--- src/rtl/core_output_merger_if.sv ---
// Merged output stream of core_output_merger: sample, source channel, valid/ready.
// master drives m_data/m_chan/m_valid and samples m_ready; slave is the sink side.
interface core_output_merger_if #(
    parameter int DW = 31,
    parameter int CW = 5
);
    logic [DW-1:0] m_data;
    logic [CW-1:0] m_chan;
    logic          m_valid;
    logic          m_ready;

    modport master (
        output m_data,
        output m_chan,
        output m_valid,
        input  m_ready
    );

    modport slave (
        input  m_data,
        input  m_chan,
        input  m_valid,
        output m_ready
    );
endinterface

--- src/rtl/core_output_merger.sv ---
// Collects per-core samples into per-channel FIFOs and serializes them round-robin
// into one valid/ready stream. Ports: clk, rst (sync, active-high), io_out/out_en
// (per-core sample + 4-bit enable, strobe when field == 1), stream (master modport:
// m_data/m_chan/m_valid out, m_ready in), clr_ovf in, ovf (sticky per channel) and
// drop_cnt (saturating total drops) out.
module core_output_merger #(
    parameter int NCH   = 23,
    parameter int DW    = 31,
    parameter int DEPTH = 4,
    parameter int CW    = 5
) (
    input  logic                  clk,
    input  logic                  rst,
    input  logic [NCH*DW-1:0]     io_out,
    input  logic [NCH*4-1:0]      out_en,
    core_output_merger_if.master  stream,
    input  logic                  clr_ovf,
    output logic [NCH-1:0]        ovf,
    output logic [15:0]           drop_cnt
);
    localparam int AW = (DEPTH > 1) ? $clog2(DEPTH) : 1;
    localparam int NW = AW + 1;
    localparam int SW = 6;
    localparam logic [NW-1:0] FULL = NW'(DEPTH);
    localparam logic [CW-1:0] LAST = CW'(NCH - 1);

    logic [DW-1:0] mem    [NCH][DEPTH];
    logic [AW-1:0] rd_ptr [NCH];
    logic [AW-1:0] wr_ptr [NCH];
    logic [NW-1:0] cnt    [NCH];

    logic [CW-1:0]  rr;
    logic [CW-1:0]  gnt;
    logic           gnt_vld;
    logic           load;
    logic [NCH-1:0] push_req;
    logic [NCH-1:0] push;
    logic [NCH-1:0] pop;
    logic [NCH-1:0] drop;
    logic [SW-1:0]  n_drop;
    logic [15:0]    drop_base;
    logic [16:0]    drop_sum;

    logic [DW-1:0]  data_q;
    logic [CW-1:0]  chan_q;
    logic           valid_q;

    assign stream.m_data  = data_q;
    assign stream.m_chan  = chan_q;
    assign stream.m_valid = valid_q;

    // First non-empty channel strictly after rr, wrapping NCH-1 -> 0.
    // Occupancy is the registered count, so this cycle's pushes are not eligible.
    always_comb begin
        logic [CW:0]   s;
        logic [CW-1:0] idx;
        gnt_vld = 1'b0;
        gnt     = '0;
        s       = '0;
        idx     = '0;
        for (int k = 1; k <= NCH; k++) begin
            s = {1'b0, rr} + (CW+1)'(k);
            if (s >= (CW+1)'(NCH))
                s = s - (CW+1)'(NCH);
            idx = s[CW-1:0];
            if (!gnt_vld && cnt[idx] != '0) begin
                gnt_vld = 1'b1;
                gnt     = idx;
            end
        end
    end

    assign load = gnt_vld && (!valid_q || stream.m_ready);

    // A full FIFO still accepts a push when it is popped the same cycle.
    always_comb begin
        push_req = '0;
        push     = '0;
        pop      = '0;
        drop     = '0;
        n_drop   = '0;
        for (int i = 0; i < NCH; i++) begin
            push_req[i] = (out_en[i*4 +: 4] == 4'd1);
            pop[i]      = load && (gnt == CW'(i));
            push[i]     = push_req[i] && (cnt[i] != FULL || pop[i]);
            drop[i]     = push_req[i] && (cnt[i] == FULL) && !pop[i];
            n_drop      = n_drop + {{(SW-1){1'b0}}, drop[i]};
        end
    end

    // A clear coincident with drops leaves exactly this cycle's drops.
    assign drop_base = clr_ovf ? 16'd0 : drop_cnt;
    assign drop_sum  = {1'b0, drop_base} + 17'(n_drop);

    always_ff @(posedge clk) begin
        if (rst) begin
            for (int i = 0; i < NCH; i++) begin
                rd_ptr[i] <= '0;
                wr_ptr[i] <= '0;
                cnt[i]    <= '0;
            end
        end else begin
            for (int i = 0; i < NCH; i++) begin
                if (push[i]) begin
                    mem[i][wr_ptr[i]] <= io_out[i*DW +: DW];
                    wr_ptr[i]         <= wr_ptr[i] + 1'b1;
                end
                if (pop[i])
                    rd_ptr[i] <= rd_ptr[i] + 1'b1;
                if (push[i] && !pop[i])
                    cnt[i] <= cnt[i] + 1'b1;
                else if (pop[i] && !push[i])
                    cnt[i] <= cnt[i] - 1'b1;
            end
        end
    end

    always_ff @(posedge clk) begin
        if (rst) begin
            valid_q <= 1'b0;
            data_q  <= '0;
            chan_q  <= '0;
            rr      <= LAST;
        end else if (load) begin
            valid_q <= 1'b1;
            data_q  <= mem[gnt][rd_ptr[gnt]];
            chan_q  <= gnt;
            rr      <= gnt;
        end else if (stream.m_ready) begin
            valid_q <= 1'b0;
        end
    end

    always_ff @(posedge clk) begin
        if (rst) begin
            ovf      <= '0;
            drop_cnt <= '0;
        end else begin
            ovf      <= (clr_ovf ? '0 : ovf) | drop;
            drop_cnt <= drop_sum[16] ? 16'hFFFF : drop_sum[15:0];
        end
    end
endmodule

--- src/flat_wrapper.sv ---
// flat-port wrapper written by rule: the top's interface ports become plain ports
module core_output_merger_flat 
#(
    parameter int NCH   = 23,
    parameter int DW    = 31,
    parameter int DEPTH = 4,
    parameter int CW    = 5
)
  (clk, rst, io_out, out_en, clr_ovf, ovf, drop_cnt, stream_m_data, stream_m_chan, stream_m_valid, stream_m_ready);
  core_output_merger_if #(.DW(DW), .CW(CW)) stream_i ();
  input  logic clk;
  input  logic rst;
  input  logic [NCH*DW-1:0] io_out;
  input  logic [NCH*4-1:0] out_en;
  input  logic clr_ovf;
  output logic [NCH-1:0] ovf;
  output logic [15:0] drop_cnt;
  output wire logic [$bits(stream_i.m_data)-1:0] stream_m_data;
  output wire logic [$bits(stream_i.m_chan)-1:0] stream_m_chan;
  output wire logic [$bits(stream_i.m_valid)-1:0] stream_m_valid;
  input wire logic [$bits(stream_i.m_ready)-1:0] stream_m_ready;
  assign stream_m_data = stream_i.m_data;
  assign stream_m_chan = stream_i.m_chan;
  assign stream_m_valid = stream_i.m_valid;
  assign stream_i.m_ready = stream_m_ready;
  core_output_merger #(.NCH(NCH), .DW(DW), .DEPTH(DEPTH), .CW(CW)) u_core (.clk(clk), .rst(rst), .io_out(io_out), .out_en(out_en), .stream(stream_i), .clr_ovf(clr_ovf), .ovf(ovf), .drop_cnt(drop_cnt));
endmodule
--- config.mk ---
export PLATFORM = sky130hd
export DESIGN_NAME = core_output_merger_flat
export DESIGN_NICKNAME = d
export VERILOG_FILES = /design/src/rtl/core_output_merger_if.sv /design/src/rtl/core_output_merger.sv /design/src/flat_wrapper.sv
export SDC_FILE = /design/constraint.sdc
export NUM_CORES = 2
export LEC_CHECK = 0
export BUFFER_PORTS_ARGS = -buffer_cell sky130_fd_sc_hd__clkbuf_2
export CORE_ASPECT_RATIO = 1.75
export CORE_MARGIN = 1.5
export CORE_UTILIZATION = 40
export DETAILED_ROUTE_END_ITERATION = 8
export GPL_TIMING_DRIVEN = 0
export PLACE_DENSITY = 0.65
export SLEW_MARGIN = 30
export SYNTH_ARGS = -nofsm -noshare
export SYNTH_HDL_FRONTEND = slang
export SYNTH_SLANG_ARGS = --single-unit
--- constraint.sdc ---
create_clock -name clk -period 14.5 [get_ports clk]
set_clock_uncertainty 0.05 [all_clocks]
set_input_delay 2.175 -clock clk [delete_from_list [all_inputs] [get_ports clk]]
set_output_delay 2.175 -clock clk [all_outputs]
set_load 0.1 [all_outputs]
* Yosys cells after proc, flatten, opt, wreduce, memory -nomap -nowiden
Memories as Yosys holds them, arrays and structs flattened.
Index checks and enable logic that the tools add are counted.
** Storage, ports and cells
- Register bits :: 81
- Bits in writable memories :: 3013
- Input bits :: 809
- Output and inout port bits :: 76
- Word-level logic and storage cells :: 1290
- Memories kept :: 4
** Memories
- u_core.mem :: words 23, width 124, rd ports 1, clocked after memory_dff 0, write ports 23, RTL line core_output_merger.sv:27 : logic [DW-1:0] mem [NCH][DEPTH];
- u_core.cnt :: words 23, width 3, rd ports 46, clocked after memory_dff 0, write ports 23, RTL line core_output_merger.sv:30 : logic [NW-1:0] cnt [NCH];
- u_core.rd_ptr :: words 23, width 2, rd ports 24, clocked after memory_dff 0, write ports 23, RTL line core_output_merger.sv:28 : logic [AW-1:0] rd_ptr [NCH];
- u_core.wr_ptr :: words 23, width 2, rd ports 23, clocked after memory_dff 0, write ports 23, RTL line core_output_merger.sv:29 : logic [AW-1:0] wr_ptr [NCH];
** Cells by class
- Add/subtract/negate cells :: 161
- Order comparisons :: 70
- Equality and inequality tests :: 91
- Mux-type cells :: 539
- Bitwise gates (word level) :: 117
- Reductions and logical operators :: 302
** Operators by type and width (number)
- $mux W124 :: 23
- $demux W31 S2 :: 23
- $mux W31 :: 25
- $mux W1 :: 326
- $mux W5 :: 46
- $logic_and A1 B1 Y1 :: 184
- $ge A6 B5 Y1 const B :: 23
- $mux W3 :: 46
- $add A6 B1 Y6 :: 21
- $sub A5 B5 Y5 const B :: 23
- $add A2 B1 Y2 const B :: 46
- $eq A4 B1 Y1 const B :: 23
- $mux W2 :: 46
- $or A1 B1 Y1 :: 92
- $ge A3 B3 Y1 const B :: 24
- $not A2 Y3 :: 24
- $add A3 B1 Y3 const B :: 23
- $eq A3 B3 Y1 const B :: 23
- $logic_not A1 Y1 :: 69
- $lt A3 B1 Y1 const B :: 23
- $ne A3 B3 Y1 const B :: 23
- $reduce_bool A3 Y1 :: 23
- $sub A3 B1 Y3 const B :: 23
- $bmux W31 S2 :: 1
- 18 further kinds :: 77

* Longest topological paths before layout
An unclocked memory read counts as a cell.
- Word-level depth :: 100
- Mapped depth :: 58

* Least setup slack after synthesis
Ideal clock, no wire load.
- Path kind :: register to register
- From :: register, netlist name u_core.stream.m_chan[0]
- To :: register u_core.drop_cnt[12]
- Library setup time :: 0.065 ns
- Data arrival time :: 11.586 ns
- Required time :: 14.385 ns
- Setup slack :: 2.799 ns
- Cell stages (with the launch flop) :: 50
- Path buffers :: 9
- Period minus slack after synthesis :: 11.701 ns
- Cell sequence :: dfxtp_1 > buf_6 > buf_6 > inv_1 > buf_2 > buf_2 > buf_2 > buf_2 > ha_1 > buf_2 > or4b_2 > a21boi_0 > mux4_2 > and2_1 > o21ai_0 > o31ai_2 > nand3b_2 > or2_1 > (+14 left out) > fa_1 > fa_1 > fa_1 > fa_1 > inv_1 > ha_1 > inv_1 > fa_1 > fa_1 > nor2b_1 > o21ai_0 > a21oi_1 > nor2_1 > nor3_1 > nand3_1 > clkbuf_1 > a21boi_0 > nor2_1
** RTL lines
- end signal: assignment :: RTL line core_output_merger.sv:140 : drop_cnt <= drop_sum[16] ? 16'hFFFF : drop_sum[15:0];
- end: declaration :: RTL line core_output_merger.sv:19 : output logic [15:0] drop_cnt

* Worst setup path in the final report
- From :: register u_core.rr[1]
- To :: register u_core.drop_cnt[12]
** On the way
- Word-level cells in the longest chain between the ends :: 100
- Elaborated cells between the ends (all ways) :: 323
- Classes of those cells :: 69 x add/sub; 23 x order compare; 22 x eq/ne; 70 x mux; 138 x reduce/logical; 1 x memory
** Ends and longest elaborated chain
- start: declaration :: RTL line core_output_merger.sv:32 : logic [CW-1:0] rr;
- start signal: assignment :: RTL line core_output_merger.sv:128 : rr <= gnt;
- $add A5 B1 Y6 :: RTL line core_output_merger.sv:62 : s = {1'b0, rr} + (CW+1)'(k);
- $sub A5 B5 Y5 / $ge A6 B5 Y1 (equally long branches) :: RTL line core_output_merger.sv:64, core_output_merger.sv:63
- $mux W5 :: RTL line core_output_merger.sv:63 : if (s >= (CW+1)'(NCH))
- $mem_v2 Z23 W3
- $reduce_bool A3 Y1 :: RTL line core_output_merger.sv:66 : if (!gnt_vld && cnt[idx] != '0) begin
- $mux W1 :: RTL line core_output_merger.sv:66
- $logic_not A1 Y1 :: RTL line core_output_merger.sv:66
- $logic_and A1 B1 Y1 :: RTL line core_output_merger.sv:66
- (+65 left out)
- $logic_and A1 B1 Y1 :: RTL line core_output_merger.sv:84 : pop[i] = load && (gnt == CW'(i));
- $logic_not A1 Y1 :: RTL line core_output_merger.sv:86 : drop[i] = push_req[i] && (cnt[i] == FULL) && !pop[i];
- $logic_and A1 B1 Y1 :: RTL line core_output_merger.sv:86
- $add A1 B1 Y2 :: RTL line core_output_merger.sv:87 : n_drop = n_drop + {{(SW-1){1'b0}}, drop[i]};
- $add A6 B1 Y6 (20 in series) :: RTL line core_output_merger.sv:87
- $add A6 B1 Y6 (*) :: RTL line core_output_merger.sv:87
- $add A16 B6 Y17 (*) :: RTL line core_output_merger.sv:93 : assign drop_sum = {1'b0, drop_base} + 17'(n_drop);
- $mux W16 (*) :: RTL line core_output_merger.sv:140
Mark *: on every way between the ends. The rest lies on a longest branch, timed or not.
A chain may end at the register's enable or synchronous reset.

==> impl_summary.log <==
[metrics] run status: finished, final reports clean
[metrics] dpl hpwl: 599 mm
[metrics] worst reg-to-reg path cell count: 46
[metrics] fraction of final layout cells with drive strength greater than 1: 22.2%
[metrics] Synth Flop Type: sky130_fd_sc_hd__edfxtp_1
[metrics] post-route core utilization: 47.6%
[metrics] number of buffers on the longest clock path: 4
[metrics] routed wirelength normalized by instance count: 44.2 µm
[metrics] capture point of the worst reg-to-reg path: u_core.drop_cnt[12]$_SDFF_PP0_
[metrics] Tmin final: 14450 ps
[metrics] area added between synthesis and finish: 18.4%
[metrics] startpoint type of the worst setup path: flip-flop
[metrics] overflow left after global routing: 0
[metrics] worst endpoint data arrival time: 15160 ps
[metrics] uppermost layer routed: met5
[metrics] first-pass GRT wire length: 994 mm
[metrics] routed length on met2: 354 mm
[metrics] Hold WC Path Type: flip-flop to flip-flop
[metrics] Critical Path Most Common Cell: sky130_fd_sc_hd__fa_1
[metrics] via count normalized by instance count: 6.46
[metrics] via count of the first global-routing pass: 107000
[metrics] Final Hold Violating Endpoints: 0
[metrics] cell taking the most area after synthesis: sky130_fd_sc_hd__edfxtp_1
[metrics] Detailed Route WL: 772 mm
[metrics] ranking of synthesized cells by area: sky130_fd_sc_hd__edfxtp_1 (64%), sky130_fd_sc_hd__mux2i_1 (4.4%), sky130_fd_sc_hd__nand2_1 (4.3%), sky130_fd_sc_hd__mux2_2 (1.9%), sky130_fd_sc_hd__nand3_1 (1.9%)
[metrics] stage delay of the slowest cell on the critical path: 660 ps
[metrics] critical path class: flip-flop to flip-flop
[metrics] setup slack of the most critical reg-to-reg path: 50 ps
[metrics] Rel. slew slack: 19.9%
[metrics] number of enable flip-flop cells after synthesis: 3013
[metrics] number of port buffers: 884
[metrics] TritonRoute pass-1 iters: 8
[metrics] max-cap violation count: 0
[metrics] clock buffers created by TritonCTS: 294
[metrics] largest net degree at the start of global routing: 32
[metrics] required time reported for the critical path endpoint: 15220 ps
[metrics] count of placed standard cells including taps: 16700
[metrics] Met1 Wirelength: 237 mm
[metrics] total die area: 359000 µm²
[metrics] post-synthesis async set-or-reset flop share: 0%
[metrics] area of the placeable core: 354000 µm²
[metrics] critical hold path startpoint: u_core.ovf[21]$_SDFF_PP0_
[metrics] Remaining DRCs: 0
[metrics] Routed met3 length: 82.1 mm
[metrics] launch point of the worst reg-to-reg path: u_core.rr[1]$_SDFFE_PP1P_
[metrics] count of pins on the block boundary: 885
[metrics] clock tree sinks: 3092
[metrics] Worst Max-Slew Pin Slew: 1200 ps
[metrics] Final Non-Filler Cells: 17500
[metrics] Highest Clock Rate: 69.2 MHz
[metrics] Synth Area per Inst: 13.0 µm²
[metrics] initial cell density of the core: 40.2%
[metrics] distinct cell type count of the synthesized netlist: 144
[metrics] maximum level of the CTS H-tree: 5
[metrics] final sum of negative setup slack: 0 ps
[metrics] Mapped Cells: 10900
[metrics] gr usage total: 42.0%
[metrics] dpl ws: -4460 ps
[metrics] Tcrit/Tclk final: 99.6%
[metrics] Final WS setup: 52.9 ps
[metrics] CTS tree: done
[metrics] width of the chip: 453 µm
[metrics] number of DRC violations after detailed-routing iteration 0: 16200
[metrics] netlist area before placement: 142000 µm²
[metrics] number of setup violations in the final report: 0
[metrics] maximum fanout along the worst path: 14
[metrics] fraction of post-synthesis cell area in the top cell type by area: 63.7%
[metrics] GP Congestion: 1.07
[metrics] worst hold path stage count: 2
[metrics] endpoint class of the critical path: flip-flop
[metrics] post-CTS clock slew at the launch and capture registers of the worst setup and hold paths: 80 ps
[metrics] final-report max-slew violation count: 0
[metrics] total vias in the final route: 113000
[metrics] Hold Path End: u_core.ovf[21]$_SDFF_PP0_
[metrics] Yosys warning count: 0
[metrics] die extent in y: 791 µm
[metrics] remaining antenna violation count after routing: 0
[metrics] layout net count: 13300
[metrics] cts-stage hold buffer count: 0
[metrics] flop and latch count out of synthesis: 3092
[metrics] Clk Tree Root Cell: sky130_fd_sc_hd__clkbuf_16
[metrics] sequential fraction of the synthesis area: 64.8%
[metrics] Worst-Skew Late Latency: 940 ps
[metrics] number of antenna violations at the first check in global routing: 282
[metrics] Rows: 289
[metrics] Mapped Nets: 11900
[metrics] Crit-path slowest cell: sky130_fd_sc_hd__dfxtp_2
-- cell usage after synthesis (76+ instances only) --
cell type,count
sky130_fd_sc_hd__edfxtp_1,3013
sky130_fd_sc_hd__nand2_1,1629
sky130_fd_sc_hd__mux2i_1,623
sky130_fd_sc_hd__nand3_1,530
sky130_fd_sc_hd__nor2_1,406
sky130_fd_sc_hd__clkbuf_1,379
sky130_fd_sc_hd__a21oi_1,297
sky130_fd_sc_hd__o21ai_0,249
sky130_fd_sc_hd__mux2_2,242
sky130_fd_sc_hd__a211oi_1,237
sky130_fd_sc_hd__buf_2,236
sky130_fd_sc_hd__o211ai_1,212
sky130_fd_sc_hd__a31oi_1,176
sky130_fd_sc_hd__inv_1,174
sky130_fd_sc_hd__a311oi_1,169
sky130_fd_sc_hd__o22ai_1,166
sky130_fd_sc_hd__nor3_1,160
sky130_fd_sc_hd__and2_1,143
sky130_fd_sc_hd__a221oi_1,137
sky130_fd_sc_hd__nor2b_1,134
sky130_fd_sc_hd__ha_1,130
sky130_fd_sc_hd__xnor2_1,101
sky130_fd_sc_hd__and3_1,97
sky130_fd_sc_hd__or3_1,88
sky130_fd_sc_hd__dfxtp_1,79
sky130_fd_sc_hd__nand2b_1,76
-- timing repair --
item | 4_1_cts | 5_1_grt
buffers inserted | 23 | 19
endpoints found under the setup margin | 169 | 16
resized for setup | 165 | 62
pin swaps | 10 | 13
-- cell usage in the layout, fill, tap and decap left out, types with 41 or more instances in the layout --
master                      count
sky130_fd_sc_hd__mux2i_1      608
sky130_fd_sc_hd__clkbuf_2     998
sky130_fd_sc_hd__dfxtp_1       76
sky130_fd_sc_hd__nand3b_1      41
sky130_fd_sc_hd__or3_1         88
sky130_fd_sc_hd__clkbuf_1     312
sky130_fd_sc_hd__buf_4        173
sky130_fd_sc_hd__o21ai_0      230
sky130_fd_sc_hd__and3_1        96
sky130_fd_sc_hd__nand2b_1      76
sky130_fd_sc_hd__mux2_2       242
sky130_fd_sc_hd__a211oi_1     232
sky130_fd_sc_hd__nand4_1       66
sky130_fd_sc_hd__nor2_1       392
sky130_fd_sc_hd__clkbuf_16    297
sky130_fd_sc_hd__buf_1         51
sky130_fd_sc_hd__a31oi_1      137
sky130_fd_sc_hd__nand3_1      524
sky130_fd_sc_hd__nand2_1     1620
sky130_fd_sc_hd__ha_1         125
sky130_fd_sc_hd__and2_4        91
sky130_fd_sc_hd__o211ai_1     212
sky130_fd_sc_hd__inv_1        172
sky130_fd_sc_hd__nor2b_1      133
sky130_fd_sc_hd__buf_2        230
sky130_fd_sc_hd__a311oi_1     166
sky130_fd_sc_hd__nor3_1       130
sky130_fd_sc_hd__a221oi_1      91
sky130_fd_sc_hd__clkinv_1      58
sky130_fd_sc_hd__diode_2      241
sky130_fd_sc_hd__buf_6         77
sky130_fd_sc_hd__o22ai_1      163
sky130_fd_sc_hd__buf_12        65
sky130_fd_sc_hd__and2_1        51
sky130_fd_sc_hd__a21oi_1      283
sky130_fd_sc_hd__mux2_1        66
sky130_fd_sc_hd__edfxtp_1    3013
sky130_fd_sc_hd__xnor2_1       87
-- critical path, delay by kind of cell, from the launching register on --
kind,cells,cell delay (ps)
xor+xnor,2,760
buf+inv,9,2300
mux,1,660
compound gates,14,3990
fa+ha+maj,10,3980
simple gates,10,1810
flops,1,660
-- cell type report --
| class | instances | area (µm²) |
|---|---|---|
| timing repair buffer | 1133 | 7650 |
| sequential | 3092 | 92100 |
| multi-input combinational | 6891 | 48100 |
| clock buffer | 357 | 7700 |
| antenna | 241 | 603 |
| fill | 31600 | 185000 |
| clock inverter | 157 | 1730 |
| inverter | 180 | 684 |
| tap | 4656 | 5830 |
| buffer | 760 | 3860 |
-- sequential cells by signal, summed over array words and instances, names as in the netlist --
register	count
u_core.cnt	69
u_core.drop_cnt	16
u_core.stream.m_data	31
u_core.mem	2852
u_core.rd_ptr	46
u_core.rr	3
u_core.ovf	23
u_core.stream.m_valid	1
u_core.wr_ptr	46
u_core.stream.m_chan	5
-- worst max-delay path by stage --
| stage | start | cells past startpoint | slack [ps] | endpoint |
|---|---|---|---|---|
| 6_report | u_core.rr[1]$_SDFFE_PP1P_ | 46 | 50 | u_core.drop_cnt[12]$_SDFF_PP0_ |
| 5_1_grt | u_core.rr[2]$_SDFFE_PP1P_ | 46 | -70 | u_core.drop_cnt[12]$_SDFF_PP0_ |
| 4_1_cts | u_core.stream.m_chan[0]$_SDFFE_PP0P_ | 56 | 30 | u_core.drop_cnt[12]$_SDFF_PP0_ |
| 3_5_place_dp | u_core.stream.m_chan[0]$_SDFFE_PP0P_ | 51 | -4460 | u_core.drop_cnt[12]$_SDFF_PP0_ |
| 3_3_place_gp | u_core.stream.m_chan[0]$_SDFFE_PP0P_ | 50 | -5580 | u_core.drop_cnt[12]$_SDFF_PP0_ |
| 2_1_floorplan | u_core.stream.m_chan[0]$_SDFFE_PP0P_ | 49 | 2800 | u_core.drop_cnt[12]$_SDFF_PP0_ |
-- kinds of logic (layout without fill, tap and decap cells) --
| family | count (synthesis) | in the layout | synth area share, % |
|---|---|---|---|
| buf+inv | 942 | 2587 | 2.95 |
| compound gates | 2085 | 2085 | 10.6 |
| mux | 968 | 968 | 7.41 |
| xor+xnor | 133 | 133 | 0.928 |
| other cells | 0 | 241 | 0 |
| simple gates | 3536 | 3536 | 11.7 |
| flops | 3092 | 3092 | 64.8 |
| fa+ha+maj | 169 | 169 | 1.69 |
-- metrics by stage --
stage | cell area [µm²] | hold WS, ps
final | 168000 | 406
after global routing | 168000 | 444
after CTS | 167000 | 413
after detailed placement | 157000 | 404
after global placement | 152000 | 399
after floorplan | 142000 | 517
-- metal layers --
| layer | up-vias | GRT usage (%) |
|---|---|---|
| li1 | 44900 | - |
| met1 | 55700 | 43.0 |
| met2 | 9050 | 66.4 |
| met3 | 3067 | 12.4 |
| met4 | 132 | 44.1 |
| met5 | - | 0 |
Power is not shown: default switching activity piles up to over one toggle a cycle in this logic, so the estimate is an artifact.
